===== src/rtl/store_unit_pkg.sv =====
// Shared opcodes, entry layout and lane helpers for the MEM-stage store unit.
// Entries are sized for the widest configuration; narrower instances truncate on readout.
package store_pkg;

  localparam logic [5:0] SB = 6'b101000;
  localparam logic [5:0] SH = 6'b101001;
  localparam logic [5:0] SW = 6'b101011;
  localparam logic [5:0] SD = 6'b111111;

  localparam int MAX_DATA_W = 64;
  localparam int MAX_ADDR_W = 64;
  localparam int MAX_BE_W   = MAX_DATA_W / 8;

  typedef enum logic [1:0] {
    SZ_BYTE,
    SZ_HALF,
    SZ_WORD,
    SZ_DWORD
  } store_size_t;

  typedef struct packed {
    logic [MAX_ADDR_W-1:0] addr;
    logic [MAX_DATA_W-1:0] data;
    logic [MAX_BE_W-1:0]   be;
  } store_entry_t;

  // The replicated pattern is periodic, so the low DATA_W bits are correct for any width.
  function automatic logic [MAX_DATA_W-1:0] lane_replicate(input logic [MAX_DATA_W-1:0] d,
                                                           input store_size_t sz);
    case (sz)
      SZ_BYTE: lane_replicate = {8{d[7:0]}};
      SZ_HALF: lane_replicate = {4{d[15:0]}};
      SZ_WORD: lane_replicate = {2{d[31:0]}};
      default: lane_replicate = d;
    endcase
  endfunction

  function automatic logic [MAX_BE_W-1:0] make_byte_en(input store_size_t sz,
                                                       input logic [2:0] off);
    case (sz)
      SZ_BYTE: make_byte_en = 8'h01 << off;
      SZ_HALF: make_byte_en = 8'h03 << off;
      SZ_WORD: make_byte_en = 8'h0F << off;
      default: make_byte_en = 8'hFF;
    endcase
  endfunction

endpackage


===== src/rtl/store_unit_if.sv =====
// Issue-side and memory-side signals of the store unit; master drives issue, slave is the unit.
interface store_unit_if #(
  parameter int DATA_W = 32,
  parameter int ADDR_W = 32,
  parameter int DEPTH  = 4
);

  logic [31:0]              instruction;
  logic [DATA_W-1:0]        Read_data1;
  logic [DATA_W-1:0]        Read_data2;
  logic                     issue_valid;
  logic                     issue_ready;
  logic [ADDR_W-1:0]        ALU_result;
  logic                     MemWrite;
  logic [ADDR_W-1:0]        mem_addr;
  logic [DATA_W-1:0]        Write_data;
  logic [DATA_W/8-1:0]      byte_en;
  logic                     mem_ready;
  logic                     misalign;
  logic [$clog2(DEPTH):0]   count;

  modport master (
    output instruction, Read_data1, Read_data2, issue_valid, mem_ready,
    input  issue_ready, ALU_result, MemWrite, mem_addr, Write_data, byte_en, misalign, count
  );

  modport slave (
    input  instruction, Read_data1, Read_data2, issue_valid, mem_ready,
    output issue_ready, ALU_result, MemWrite, mem_addr, Write_data, byte_en, misalign, count
  );

endinterface


===== src/rtl/store_unit_fifo.sv =====
// In-order store buffer; head is read straight from storage and reads as zero when empty.
module store_fifo
  import store_pkg::*;
#(
  parameter int DEPTH = 4
) (
  input  logic                   clk,
  input  logic                   reset,
  input  logic                   push,
  input  store_entry_t           push_entry,
  input  logic                   pop,
  output store_entry_t           head,
  output logic                   full,
  output logic                   empty,
  output logic [$clog2(DEPTH):0] count
);

  localparam int PTR_W = $clog2(DEPTH);
  localparam int CNT_W = PTR_W + 1;

  store_entry_t     mem [DEPTH];
  logic [PTR_W-1:0] wr_ptr;
  logic [PTR_W-1:0] rd_ptr;
  logic             do_push;
  logic             do_pop;

  assign do_push = push && !full;
  assign do_pop  = pop && !empty;
  assign full    = (count == CNT_W'(DEPTH));
  assign empty   = (count == '0);
  assign head    = empty ? '0 : mem[rd_ptr];

  // Power-of-two depth lets the pointers wrap naturally.
  always_ff @(posedge clk or posedge reset) begin
    if (reset) begin
      wr_ptr <= '0;
      rd_ptr <= '0;
      count  <= '0;
    end else begin
      if (do_push) wr_ptr <= wr_ptr + 1'b1;
      if (do_pop)  rd_ptr <= rd_ptr + 1'b1;
      case ({do_push, do_pop})
        2'b10:   count <= count + 1'b1;
        2'b01:   count <= count - 1'b1;
        default: count <= count;
      endcase
    end
  end

  always_ff @(posedge clk) begin
    if (do_push) mem[wr_ptr] <= push_entry;
  end

endmodule


===== src/rtl/store_unit.sv =====
// MEM-stage store unit: decodes SB/SH/SW(/SD), forms the effective address and lane data,
// drops misaligned stores with a one-cycle flag, and queues the rest for data memory.
module store_unit
  import store_pkg::*;
#(
  parameter int DATA_W = 32,
  parameter int ADDR_W = 32,
  parameter int DEPTH  = 4
) (
  input logic         clk,
  input logic         reset,
  store_unit_if.slave bus
);

  localparam int BE_W   = DATA_W / 8;
  localparam int LANE_W = $clog2(BE_W);

  logic [5:0]              opcode;
  logic [15:0]             imm;
  logic                    is_store;
  store_size_t             size;
  logic [LANE_W-1:0]       off;
  logic [LANE_W-1:0]       align_mask;
  logic                    aligned;
  logic                    accept;
  logic                    bad_align;
  logic                    fifo_full;
  logic                    fifo_empty;
  logic [$clog2(DEPTH):0]  fifo_count;
  store_entry_t            push_entry;
  store_entry_t            head;
  logic                    unused_bits;

  assign opcode = bus.instruction[31:26];
  assign imm    = bus.instruction[15:0];
  assign unused_bits = ^{bus.instruction[25:16], head};

  assign bus.ALU_result = ADDR_W'(bus.Read_data1) + {{(ADDR_W-16){imm[15]}}, imm};
  assign off = bus.ALU_result[LANE_W-1:0];

  // SD is only a store on 64-bit datapaths; everything else is silently ignored.
  always_comb begin
    is_store   = 1'b1;
    size       = SZ_WORD;
    align_mask = '1;
    case (opcode)
      SB: begin size = SZ_BYTE; align_mask = '0;          end
      SH: begin size = SZ_HALF; align_mask = LANE_W'(1);  end
      SW: begin size = SZ_WORD; align_mask = LANE_W'(3);  end
      SD: begin size = SZ_DWORD; is_store = (DATA_W == 64); end
      default: is_store = 1'b0;
    endcase
  end

  assign aligned   = ((off & align_mask) == '0);
  assign accept    = bus.issue_valid && !fifo_full && is_store && aligned;
  assign bad_align = bus.issue_valid && is_store && !aligned;

  always_comb begin
    push_entry      = '0;
    push_entry.addr = MAX_ADDR_W'({bus.ALU_result[ADDR_W-1:LANE_W], {LANE_W{1'b0}}});
    push_entry.data = lane_replicate(MAX_DATA_W'(bus.Read_data2), size);
    push_entry.be   = make_byte_en(size, 3'(off));
  end

  // Misalignment is flagged even when the buffer is full, since the store is dropped either way.
  always_ff @(posedge clk or posedge reset) begin
    if (reset) bus.misalign <= 1'b0;
    else       bus.misalign <= bad_align;
  end

  store_fifo #(
    .DEPTH(DEPTH)
  ) u_fifo (
    .clk        (clk),
    .reset      (reset),
    .push       (accept),
    .push_entry (push_entry),
    .pop        (bus.mem_ready),
    .head       (head),
    .full       (fifo_full),
    .empty      (fifo_empty),
    .count      (fifo_count)
  );

  assign bus.issue_ready = !fifo_full;
  assign bus.MemWrite    = !fifo_empty;
  assign bus.mem_addr    = ADDR_W'(head.addr);
  assign bus.Write_data  = DATA_W'(head.data);
  assign bus.byte_en     = BE_W'(head.be);
  assign bus.count       = fifo_count;

endmodule

===== src/flat_wrapper.sv =====
// flat-port wrapper written by rule: the top's interface ports become plain ports
module store_unit_flat import store_pkg::*;
#(
  parameter int DATA_W = 32,
  parameter int ADDR_W = 32,
  parameter int DEPTH  = 4
)
  (clk, reset, bus_instruction, bus_Read_data1, bus_Read_data2, bus_issue_valid, bus_mem_ready, bus_issue_ready, bus_ALU_result, bus_MemWrite, bus_mem_addr, bus_Write_data, bus_byte_en, bus_misalign, bus_count);
  store_unit_if #(.DATA_W(DATA_W), .ADDR_W(ADDR_W), .DEPTH(DEPTH)) bus_i ();
  input logic clk;
  input logic reset;
  input wire logic [$bits(bus_i.instruction)-1:0] bus_instruction;
  input wire logic [$bits(bus_i.Read_data1)-1:0] bus_Read_data1;
  input wire logic [$bits(bus_i.Read_data2)-1:0] bus_Read_data2;
  input wire logic [$bits(bus_i.issue_valid)-1:0] bus_issue_valid;
  input wire logic [$bits(bus_i.mem_ready)-1:0] bus_mem_ready;
  output wire logic [$bits(bus_i.issue_ready)-1:0] bus_issue_ready;
  output wire logic [$bits(bus_i.ALU_result)-1:0] bus_ALU_result;
  output wire logic [$bits(bus_i.MemWrite)-1:0] bus_MemWrite;
  output wire logic [$bits(bus_i.mem_addr)-1:0] bus_mem_addr;
  output wire logic [$bits(bus_i.Write_data)-1:0] bus_Write_data;
  output wire logic [$bits(bus_i.byte_en)-1:0] bus_byte_en;
  output wire logic [$bits(bus_i.misalign)-1:0] bus_misalign;
  output wire logic [$bits(bus_i.count)-1:0] bus_count;
  assign bus_i.instruction = bus_instruction;
  assign bus_i.Read_data1 = bus_Read_data1;
  assign bus_i.Read_data2 = bus_Read_data2;
  assign bus_i.issue_valid = bus_issue_valid;
  assign bus_i.mem_ready = bus_mem_ready;
  assign bus_issue_ready = bus_i.issue_ready;
  assign bus_ALU_result = bus_i.ALU_result;
  assign bus_MemWrite = bus_i.MemWrite;
  assign bus_mem_addr = bus_i.mem_addr;
  assign bus_Write_data = bus_i.Write_data;
  assign bus_byte_en = bus_i.byte_en;
  assign bus_misalign = bus_i.misalign;
  assign bus_count = bus_i.count;
  store_unit #(.DATA_W(DATA_W), .ADDR_W(ADDR_W), .DEPTH(DEPTH)) u_core (.clk(clk), .reset(reset), .bus(bus_i));
endmodule

===== config.mk =====
export PLATFORM = sky130hd
export DESIGN_NAME = store_unit_flat
export DESIGN_NICKNAME = d
export VERILOG_FILES = /design/src/rtl/store_unit_pkg.sv /design/src/rtl/store_unit_if.sv /design/src/rtl/store_unit_fifo.sv /design/src/rtl/store_unit.sv /design/src/flat_wrapper.sv
export SDC_FILE = /design/constraint.sdc
export NUM_CORES = 1
export LEC_CHECK = 0
export CORE_MARGIN = 2
export CORE_UTILIZATION = 50
export CTS_CLUSTER_DIAMETER = 60
export DETAILED_ROUTE_END_ITERATION = 10
export HOLD_SLACK_MARGIN = 0.06
export MAX_ROUTING_LAYER = met4
export PLACE_DENSITY = 0.79
export SYNTH_ARGS = -nofsm -noshare
export SYNTH_HDL_FRONTEND = slang
export SYNTH_HIERARCHICAL = 1
export SYNTH_SLANG_ARGS = --single-unit

===== constraint.sdc =====
create_clock -name clk -period 6.2 [get_ports clk]
set_input_delay 1.24 -clock clk [delete_from_list [all_inputs] [get_ports clk]]
set_output_delay 1.24 -clock clk [all_outputs]
set_load 0.1 [all_outputs]

; Word level (Yosys, flattened, before mapping)
; Memory sizes are Yosys's and may differ from the RTL's.
; Index checks and enable logic that the tools add are counted.
[word_totals]
register_bits = 8
mem_bits_rw = 408
in_bits = 100
out_inout_bits = 106
word_cells = 47
mem_count = 1
[classes]
addsub = 5
eq_ne = 9
n_shift = 3
n_mux = 9
n_bitwise = 1
n_reduce_logical = 15
[memory_table]
columns = name, depth, word_bits, read_ports, rd_clocked_by_memory_dff, write_ports, line
row1 = u_core.u_fifo.mem, 4, 102, 1, 0, 1, store_unit_fifo.sv:21  ; store_entry_t mem [DEPTH];
[op_table]
columns = operator, count
row1 = $pmux W64 S3, 1
row2 = $mux W104, 1
row3 = $add A32 B32 Y32, 1
row4 = $eq A6 B6 Y1 const B, 4
row5 = $pmux W8 S3, 1
row6 = $shl A1 B2 Y8 const A, 1
row7 = $shl A2 B2 Y8 const A, 1
row8 = $shl A4 B2 Y8 const A, 1
row9 = $logic_and A1 B1 Y1, 7
row10 = $pmux W2 S3, 1
row11 = $pmux W3 S2, 1
row12 = $add A2 B1 Y2 const B, 2
row13 = $eq A2 B1 Y1 const B, 2
row14 = $eq A2 B2 Y1 const B, 2
row15 = $logic_not A2 Y1, 2
row16 = $pmux W2 S2, 1
row17 = $add A3 B1 Y3 const B, 1
row18 = $eq A3 B3 Y1 const B, 1
row19 = $logic_not A1 Y1, 3
row20 = $logic_not A3 Y1, 1
row21 = $mux W1, 3
row22 = $reduce_or A3 Y1, 1
row23 = $sub A3 B1 Y3 const B, 1
row24 = $and A2 B2 Y2, 1
row25 = $reduce_bool A2 Y1, 1

; Depth between registers and ports, before layout
; Gate-level depths: netlist of the first run.
[logic_depth]
depth_word = 8
ltp_mapped = 15

; Hierarchy
; Netlist of the first run, hierarchy kept.
[by_module_without_submodules]
columns = mod, instances, cells_each, area_per_inst_um2, seq_area_each_um2
row1 = store_fifo, 1, 901, 21062.7, 16510.8
row2 = store_unit, 1, 401, 2821.5, 25.0

; Least setup slack after synthesis of the first run
; No wires, ideal clock.
[synth_timing]
path_kind = input-to-reg
from = input bus_instruction[0]
to = memory u_core/u_fifo/mem[0][0] (netlist bit) (enable)
setup_ps = 511
arrival_ps = 6455
t_required_ps = 5689
slack_ps = -767
cell_stages = 8
path_cell_list = ha_1 -> fa_1 -> clkbuf_1 -> a21oi_1 -> a21oi_1 -> nor3_1 -> nor2b_1 -> and2_1
[synth_via]
elab_chain_len = 7
[synth_lines]
columns = element, line
row1 = from (decl), flat_wrapper.sv:12  ; input wire logic [$bits(bus_i.instruction)-1:0] bus_instruction;
row2 = $add A32 B32 Y32, store_unit.sv:38  ; assign bus.ALU_result = ADDR_W'(bus.Read_data1) + {{(ADDR_W-16){imm[15]}}, imm};
row3 = named net bus_ALU_result[1], flat_wrapper.sv:18  ; output wire logic [$bits(bus_i.ALU_result)-1:0] bus_ALU_result;
row4 = $and A2 B2 Y2, store_unit.sv:55  ; assign aligned = ((off & align_mask) == '0);
row5 = $logic_not A2 Y1, store_unit.sv:55
row6 = $logic_and A1 B1 Y1, store_unit.sv:56  ; assign accept = bus.issue_valid && !fifo_full && is_store && aligned;
row7 = named net u_core.accept, store_unit.sv:25  ; logic accept;
row8 = $logic_and A1 B1 Y1, store_unit_fifo.sv:27  ; assign do_push = push && !full;
row9 = $mux W1, store_unit_fifo.sv:51  ; if (do_push) mem[wr_ptr] <= push_entry;
row10 = $mux W1 (implied by the code), store_unit_fifo.sv:51
row11 = to (decl), store_unit_fifo.sv:21
; The timed path passes the listed nets, and every way through them passes these cells.

; Worst setup path after layout of the first run
[layout_timing]
from = input bus_instruction[0]
to = output bus_ALU_result[26]
[layout_via]
elab_chain_len = 1
[layout_lines]
columns = element, line
row1 = $add A32 B32 Y32, store_unit.sv:38
row2 = to (decl), flat_wrapper.sv:18
; Every way passes these cells.

==> results.cfg, run 1 <==
[power]
p_int_uw = 4320
swShare_pct = 49.1
switching_power_uw = 4160
p_leak_uw = 0.00568
finalPower_uw = 8480
peakVddDrop_mv = 0.278
combPwrFrac_pct = 54.4
pwr-share-seq_pct = 27.8
p_clk_share_pct = 17.9
p_per_area_nw_per_um2 = 519

[worst_setup_path]
crit_buf_inv = 2
crit_fanout = 6
cpLargestDelayFamily = compound AO/OA/AOI/OAI gates
critical_path.startpoint_type = primary input
cp_common_cell = a21oi_1
critPathArrivalTime_ns = 4.55
cp-end-kind = primary output
critical_path_class = in -> out
crit_chain = clkdlybuf4s50_1, ha_1, fa_1, a21oi_1, nor2_1, o311ai_1, nand2_1, nand4b_1, a21oi_1, o31ai_1, buf_12
cp.required_ns = 4.96
slowest_stage = o31ai_1
cpPeakStageDelay_ns = 0.66

[place]
place_ws_ns = 0.426
place.gp.congestion = 0.892
dp.cells = 1320
dp_hpwl_microns = 18900
io_buffers = 195

[die]
initial_core_util_pct = 50.4
fp.dieW_microns = 168
die_h_microns = 168
coreArea_sq_um = 26700
placement_rows = 60
design.portCount = 206
die-area_sq_um = 28300

[final_layout]
syn2layout_area_growth_pct = 21.5
multi_input_area_sq_um = 4480
nFillCells = 2010
seq_area_sq_um = 8380
nNetsFinal = 1147
drive_gt1_share_pct = 17.1
n_antenna_cell = 0
fin_cells = 1370

[routing]
dr.pass1.iters = 5
vias_per_cell = 5.72
drcViolationCount = 0
vias = 7843
drtAntennaViolNets = 0
wire_per_inst_microns = 20.6
drtIter0Drc = 589
wl_microns = 28200

[clock_network]
clkSlewWorstSetupHoldPaths_ns = 0.06
clock_sinks = 280
cts_hold_buf = 0
htree_num_levels = 1
cts_resized = 0
clk_path_buf_depth = 3
cts_inserted_buffers = 28
tritoncts = yes
post_cts_buffers = 0
root_buffer = clkbuf_16
clk_latency_ns = 0.53

[sta]
setup_tns_ns = 0
whs_ns = 0.501
finalHoldViolCount = 0
setup_ws_ns = 0.415
rsz0062_at_grt = no
worstMarginPinSlew_ns = 1.08
finalClockSkew_ns = 0.0124
drv_slew = 0
setup_viol = 0
fmax_mhz = 173
fin_crit_ns = 5.79
slew_headroom_pct = 28.0
period_share_pct = 93.3

[grt]
track_usage_pct = 20.7
grt_pass1_vias = 7934
grt_max_degree = 70
antenna_found_initial = 0
grt_pass1_wl_microns = 43900
grt_overflow = 0

[outcome]
status = complete, no violations

[yosys]
synth_area_sq_um = 13500
avgSynthCellArea_sq_um = 15.8
synth_cells = 850
yosysWarnings = 6

[hold_path]
hold_class = reg -> reg

[flow_run]
cap_violations = 0
-- power groups by stage --
stage | sequential (uW) | clock, uW | combinational (uW)
floorplan | 2290 | 0 | 3860
global placement | 2410 | 0 | 4620
detailed placement | 2400 | 0 | 4630
CTS | 2360 | 1550 | 4650
global route | 2380 | 1610 | 4780
finish | 2350 | 1520 | 4610
-- registers in the layout (all words and copies together), names as in the netlist --
signal,flops
u_core/bus.misalign,1
u_core/u_fifo/count,3
u_core/u_fifo/mem,272
u_core/u_fifo/rd_ptr,2
u_core/u_fifo/wr_ptr,2
-- cell type report --
cell class	count	area share [%]
well taps	341	2.61
repair buffers	206	13.4
inverters	13	0.298
clock buffers	33	4.53
flip-flops and latches	280	51.2
multi-input cells	480	27.4
clock inverters	17	0.535
-- through the flow --
step | cell area [sq um] | util, %
after floorplan | 13500 | -
after global placement | 15500 | 58.1
after detailed placement | 15500 | 58.1
after CTS | 16400 | 61.2
after global routing | 16400 | 61.2
final | 16400 | 61.2
-- per-layer routing --
| layer | routed length [microns] | track usage [%] | up-vias |
|---|---|---|---|
| met1 | 11800 | 26.3 | 3959 |
| met5 | 0 | - | - |
| met2 | 13800 | 34.8 | 273 |
| met4 | 616 | 5.10 | 0 |
| li1 | - | - | 3570 |
| met3 | 2010 | 3.88 | 41 |
-- final timing paths --
path | to | from | slack [ns] | cells past startpoint
min in group asynchronous | u_core/bus.misalign | reset | 0.93 | 2
min reg2reg | u_core/u_fifo/count[2] | u_core/u_fifo/count[2] | 0.50 | 1
max in group asynchronous | u_core/u_fifo/rd_ptr[0] | reset | 4.94 | 2
max | bus_ALU_result[26] | bus_instruction[0] | 0.41 | 11
min | u_core/u_fifo/count[2] | u_core/u_fifo/count[2] | 0.50 | 1
max reg2reg | u_core/u_fifo/count[2] | u_core/u_fifo/count[0] | 3.37 | 9
-- cell usage in the layout (no fill, tap or decap), drive strengths merged, types with 3 or more instances in the layout --
master         count
and2              76
a221oi             3
nand2             35
xnor2             21
o21a               3
nand2b             5
a21oi             33
a211oi             5
nor2b              7
clkdlybuf4s50    164
nand3              9
mux2               9
buf               42
dfrtp              8
o31ai              3
conb               8
a21o              25
mux2i              7
a22o               4
and3               8
a31oi             10
mux4              68
o211ai             4
clkinv            16
nor3               5
inv               14
clkbuf            33
edfxtp           272
nor2              26
o21ai             22
xor2              14
ha                36
nand4              5
No activity file was read; power rests on OpenSTA's default activity.
==> run 2, diff against run 1 <==
ABC_AREA = 1   (was not set)
PLACE_DENSITY = 0.78   (was 0.79)
SETUP_SLACK_MARGIN = 0.1   (was not set)
SKIP_CTS_REPAIR_TIMING = 1   (was not set)
==> run 2 against run 1 <==
Sequential share of layout area down 6.5 points. Critical path type unchanged. Highest routed layer unchanged. Clock skew increased by 0.0050 ns. Final area grew 15%.
==> results.cfg, run 2 <==
[outcome]
status = complete, no violations

[final_layout]
final_common_cell = nand2_1
final_cell_mix = 530 x nand2_1, 409 x inv_1, 272 x edfxtp_1
stdcell_area_sq_um = 18800
largest_reg_flops = 272
multi_input_area_sq_um = 5460
top_regs = u_core/u_fifo/mem (272), u_core/u_fifo/count (3)
drive_gt1_share_pct = 15.4
seq_area_sq_um = 8370
syn2layout_area_growth_pct = 16.0
nNetsFinal = 2087
regMostFlops = u_core/u_fifo/mem
nFillCells = 2684

[place]
dpl-instance-area_sq_um = 17900
place.gp.congestion = 0.924
io_buffers = 195
dp_hpwl_microns = 24500

[grt]
grt_pass1_wl_microns = 57400
antenna_found_initial = 1
grt_pass1_vias = 11521
grt_overflow = 0
grt_max_degree = 95
track_usage_pct = 22.4

[routing]
wl_microns = 36900
drtAntennaViolNets = 0
vias = 11871
drcViolationCount = 0
wire_per_inst_microns = 15.6
dr.pass1.iters = 5
vias_per_cell = 5.00
drtIter0Drc = 738

[worst_setup_path]
critPathArrivalTime_ns = 4.01
cp.required_ns = 4.96
cp-end-kind = primary output
critical_path.startpoint_type = primary input
critical_path_class = in -> out
crit_fanout = 17

[flow_run]
cap_violations = 0

[clock_network]
tritoncts = yes
htree_num_levels = 1
clk_path_buf_depth = 3
clock_sinks = 280
root_buffer = clkbuf_16
clk_latency_ns = 0.54
cts_inserted_buffers = 27
clkSlewWorstSetupHoldPaths_ns = 0.07

[sta]
whs_ns = 0.499
finalHoldViolCount = 0
rsz0062_at_grt = no
fin_crit_ns = 5.25
worstMarginPinSlew_ns = 1.08
fmax_mhz = 191
slew_headroom_pct = 27.6
finalClockSkew_ns = 0.0174
setup_tns_ns = 0
setup_viol = 0
drv_slew = 0
period_share_pct = 84.6

[die]
placement_rows = 65
design.portCount = 206
initial_core_util_pct = 51.0
fp.dieW_microns = 184
die-area_sq_um = 33800
die_h_microns = 184
coreArea_sq_um = 31700

[power]
combPwrFrac_pct = 60.8
p_clk_share_pct = 16.5
pwr-share-seq_pct = 22.8
finalPower_uw = 9730
p_int_uw = 4380
p_leak_uw = 0.00870
switching_power_uw = 5340
swShare_pct = 55.0
peakVddDrop_mv = 0.491
p_per_area_nw_per_um2 = 519

[yosys]
synth_area_sq_um = 16200
yosysWarnings = 6
synth_cells = 1810
avgSynthCellArea_sq_um = 8.93

[hold_path]
hold_class = reg -> reg
run 2: worst paths after layout:
path | endpoint | cells after the start | start | slack [ns]
max | bus_ALU_result[30] | 11 | bus_instruction[15] | 0.95
min | u_core/u_fifo/count[0] | 1 | u_core/u_fifo/count[0] | 0.50
max reg2reg | u_core/u_fifo/mem[0][101] | 7 | u_core/u_fifo/count[0] | 3.56
min reg2reg | u_core/u_fifo/count[0] | 1 | u_core/u_fifo/count[0] | 0.50
max in group asynchronous | u_core/u_fifo/rd_ptr[0] | 2 | reset | 5.00
min in group asynchronous | u_core/bus.misalign | 2 | reset | 0.86
run 2: metrics by stage:
stage	setup slack, ns	util [%]	std cells
global placement	0.969	56.4	2322
floorplan	-0.238	-	1817
finish	0.952	59.1	2373
global route	0.708	59.1	2373
detailed placement	0.969	56.4	2322
CTS	0.961	59.1	2372
run 2: metal layers:
layer / global-route usage (%) / share of wire (%) / vias to the layer above
met3: 3.61 / 7.2 / 74
met2: 38.5 / 48 / 408
met5: - / 0 / -
met1: 27.0 / 42 / 5527
li1: - / - / 5862
met4: 7.71 / 3.1 / 0
run 2: layout make-up:
type / count / share of cell area [%]
Inverter: 414 / 8.34
Clock buffer: 34 / 3.74
Multi-Input combinational cell: 1015 / 29.1
Antenna cell: 1 / 0.0133
Timing Repair Buffer: 211 / 10.6
Clock inverter: 16 / 0.854
Tap cell: 402 / 2.68
Sequential cell: 280 / 44.7
run 2: worst max-delay path, cell delays in order:
cell	delay (ns)
clkdlybuf4s50_1	0.78
ha_1	0.59
nand2_1	0.13
nor2_1	0.24
nand2_1	0.17
nor2_1	0.11
nand2_1	0.07
nand2_1	0.07
nand2_1	0.05
nand2_1	0.20
buf_4	0.34
run 2: power by group through the flow:
stage | Combinational, uW | Clock [uW] | Sequential (uW)
3_5_place_dp | 5930 | 0 | 2250
6_report | 5910 | 1600 | 2210
4_1_cts | 5940 | 1630 | 2210
2_1_floorplan | 4900 | 0 | 2270
3_3_place_gp | 5880 | 0 | 2250
5_1_grt | 6170 | 1710 | 2220
==> run 3, diff against run 2 <==
clock period = 5.25 ns   (was 6.2 ns; I/O delays follow)
==> run 3 against run 2 <==
Clock power rose by 21%. Hold slack improved by 0.0081 ns. Via count fell by 0.53%. Final cell count rose by 0.21%. Critical path depth fell by 1. Register-to-register slack got worse by 0.89 ns.
==> results.cfg, run 3 (synthesized netlist as in run 2, its figures left out) <==
[worst_setup_path]
critical_path_class = in -> out
crit_chain = clkdlybuf4s50_1, ha_1, nand2_1, inv_1, nand2_1, nor3_1, nand2_1, nand2_1, xor2_1, buf_12
reg2reg_setup_slack_ns = 2.67
cp.required_ns = 4.20
crit_cells = 10
reg2regPathDepth = 7
critPathArrivalTime_ns = 3.65
cp-end-kind = primary output
slowest_stage = clkdlybuf4s50_1
cp_common_cell = nand2_1
crit_buf_inv = 3
crit_fanout = 12
cpLargestDelayFamily = buffers and inverters
cpPeakStageDelay_ns = 0.66
critical_path.startpoint_type = primary input

[final_layout]
largest_reg_flops = 272
syn2layout_area_growth_pct = 17.1
fin_cells = 2378
stdcell_area_sq_um = 18900
nNetsFinal = 2092
drive_gt1_share_pct = 18.1
n_antenna_cell = 0
final_common_cell = nand2_1
top_regs = u_core/u_fifo/mem (272), u_core/u_fifo/count (3)
regMostFlops = u_core/u_fifo/mem
final_cell_mix = 530 x nand2_1, 409 x inv_1, 272 x edfxtp_1

[sta]
slew_headroom_pct = 33.6
worstMarginPinSlew_ns = 0.994
setup_viol = 0
setup_tns_ns = 0
finalClockSkew_ns = 0.0135
fin_crit_ns = 4.70
period_share_pct = 89.6
setup_ws_ns = 0.548
drv_slew = 0
finalHoldViolCount = 0
fmax_mhz = 213
rsz0062_at_grt = no

[power]
peakVddDrop_mv = 0.565
p_leak_uw = 0.00888
p_per_area_nw_per_um2 = 608

[clock_network]
clock_sinks = 280
htree_num_levels = 1
clk_latency_ns = 0.54
clk_path_buf_depth = 3
cts_inserted_buffers = 29
tritoncts = yes
clkSlewWorstSetupHoldPaths_ns = 0.06
root_buffer = clkbuf_16

[routing]
vias = 11808
drtAntennaViolNets = 0
wl_microns = 36800
dr.pass1.iters = 5
drcViolationCount = 0
drtIter0Drc = 824
wire_per_inst_microns = 15.5
vias_per_cell = 4.97

[grt]
grt_overflow = 0
grt_pass1_wl_microns = 57600
grt_pass1_vias = 11279
grt_max_degree = 59
track_usage_pct = 22.6
antenna_found_initial = 0

[place]
dpl-instance-area_sq_um = 18000
dp_hpwl_microns = 25100
io_buffers = 195
place_ws_ns = 0.591
place.gp.congestion = 0.942
dp.cells = 2325

[die]
initial_core_util_pct = 51.0
fp.dieW_microns = 184
coreArea_sq_um = 31700
design.portCount = 206
die-area_sq_um = 33800
placement_rows = 65
die_h_microns = 184

[hold_path]
hold_class = reg -> reg
hold_depth = 1

[outcome]
status = complete, no violations

[flow_run]
cap_violations = 0
==> run 3: cell type report <==
class | instances | area [sq um]
clock buffers | 32 | 737
clock inverters | 21 | 163
fillers | 2594 | 12800
inverters | 414 | 1560
multi-input cells | 1015 | 5460
flip-flops and latches | 280 | 8370
well taps | 402 | 503
repair buffers | 214 | 2130
==> run 3: layer usage <==
| metal | vias up | share of wire (%) | GRT usage, % |
|---|---|---|---|
| met5 | - | 0 | - |
| met4 | 0 | 2.1 | 5.47 |
| met3 | 50 | 8.0 | 3.59 |
| met2 | 452 | 49 | 39.8 |
| met1 | 5432 | 40 | 27.1 |
| li1 | 5874 | - | - |
==> run 3: power by group <==
part           switching (uW)  total, uW  internal, uW
clock                     816       1930          1110
combinational            5420       6930          1510
sequential                116       2650          2530
total                    6350      11500          5150
==> run 3: path summary, 6_finish.rpt <==
| check | start | endpoint |
|---|---|---|
| worst min-delay path | u_core/u_fifo/count[0] | u_core/u_fifo/count[0] |
| worst max-delay path | bus_instruction[15] | bus_ALU_result[16] |
| worst max register to register | u_core/u_fifo/count[0] | u_core/u_fifo/mem[3][30] |
| max in group asynchronous | reset | u_core/u_fifo/rd_ptr[0] |
| worst min register to register | u_core/u_fifo/count[0] | u_core/u_fifo/count[0] |
| min in group asynchronous | reset | u_core/bus.misalign |
==> run 3: stage by stage <==
stage / utilization [%] / hold WS (ns) / total power, uW
after detailed placement: 56.8 / 0.500 / 9650
after floorplan: - / 0.492 / 8470
final: 59.7 / 0.507 / 11500
after global routing: 59.7 / 0.551 / 12000
after global placement: 56.8 / 0.491 / 9590
after CTS: 59.7 / 0.511 / 11600
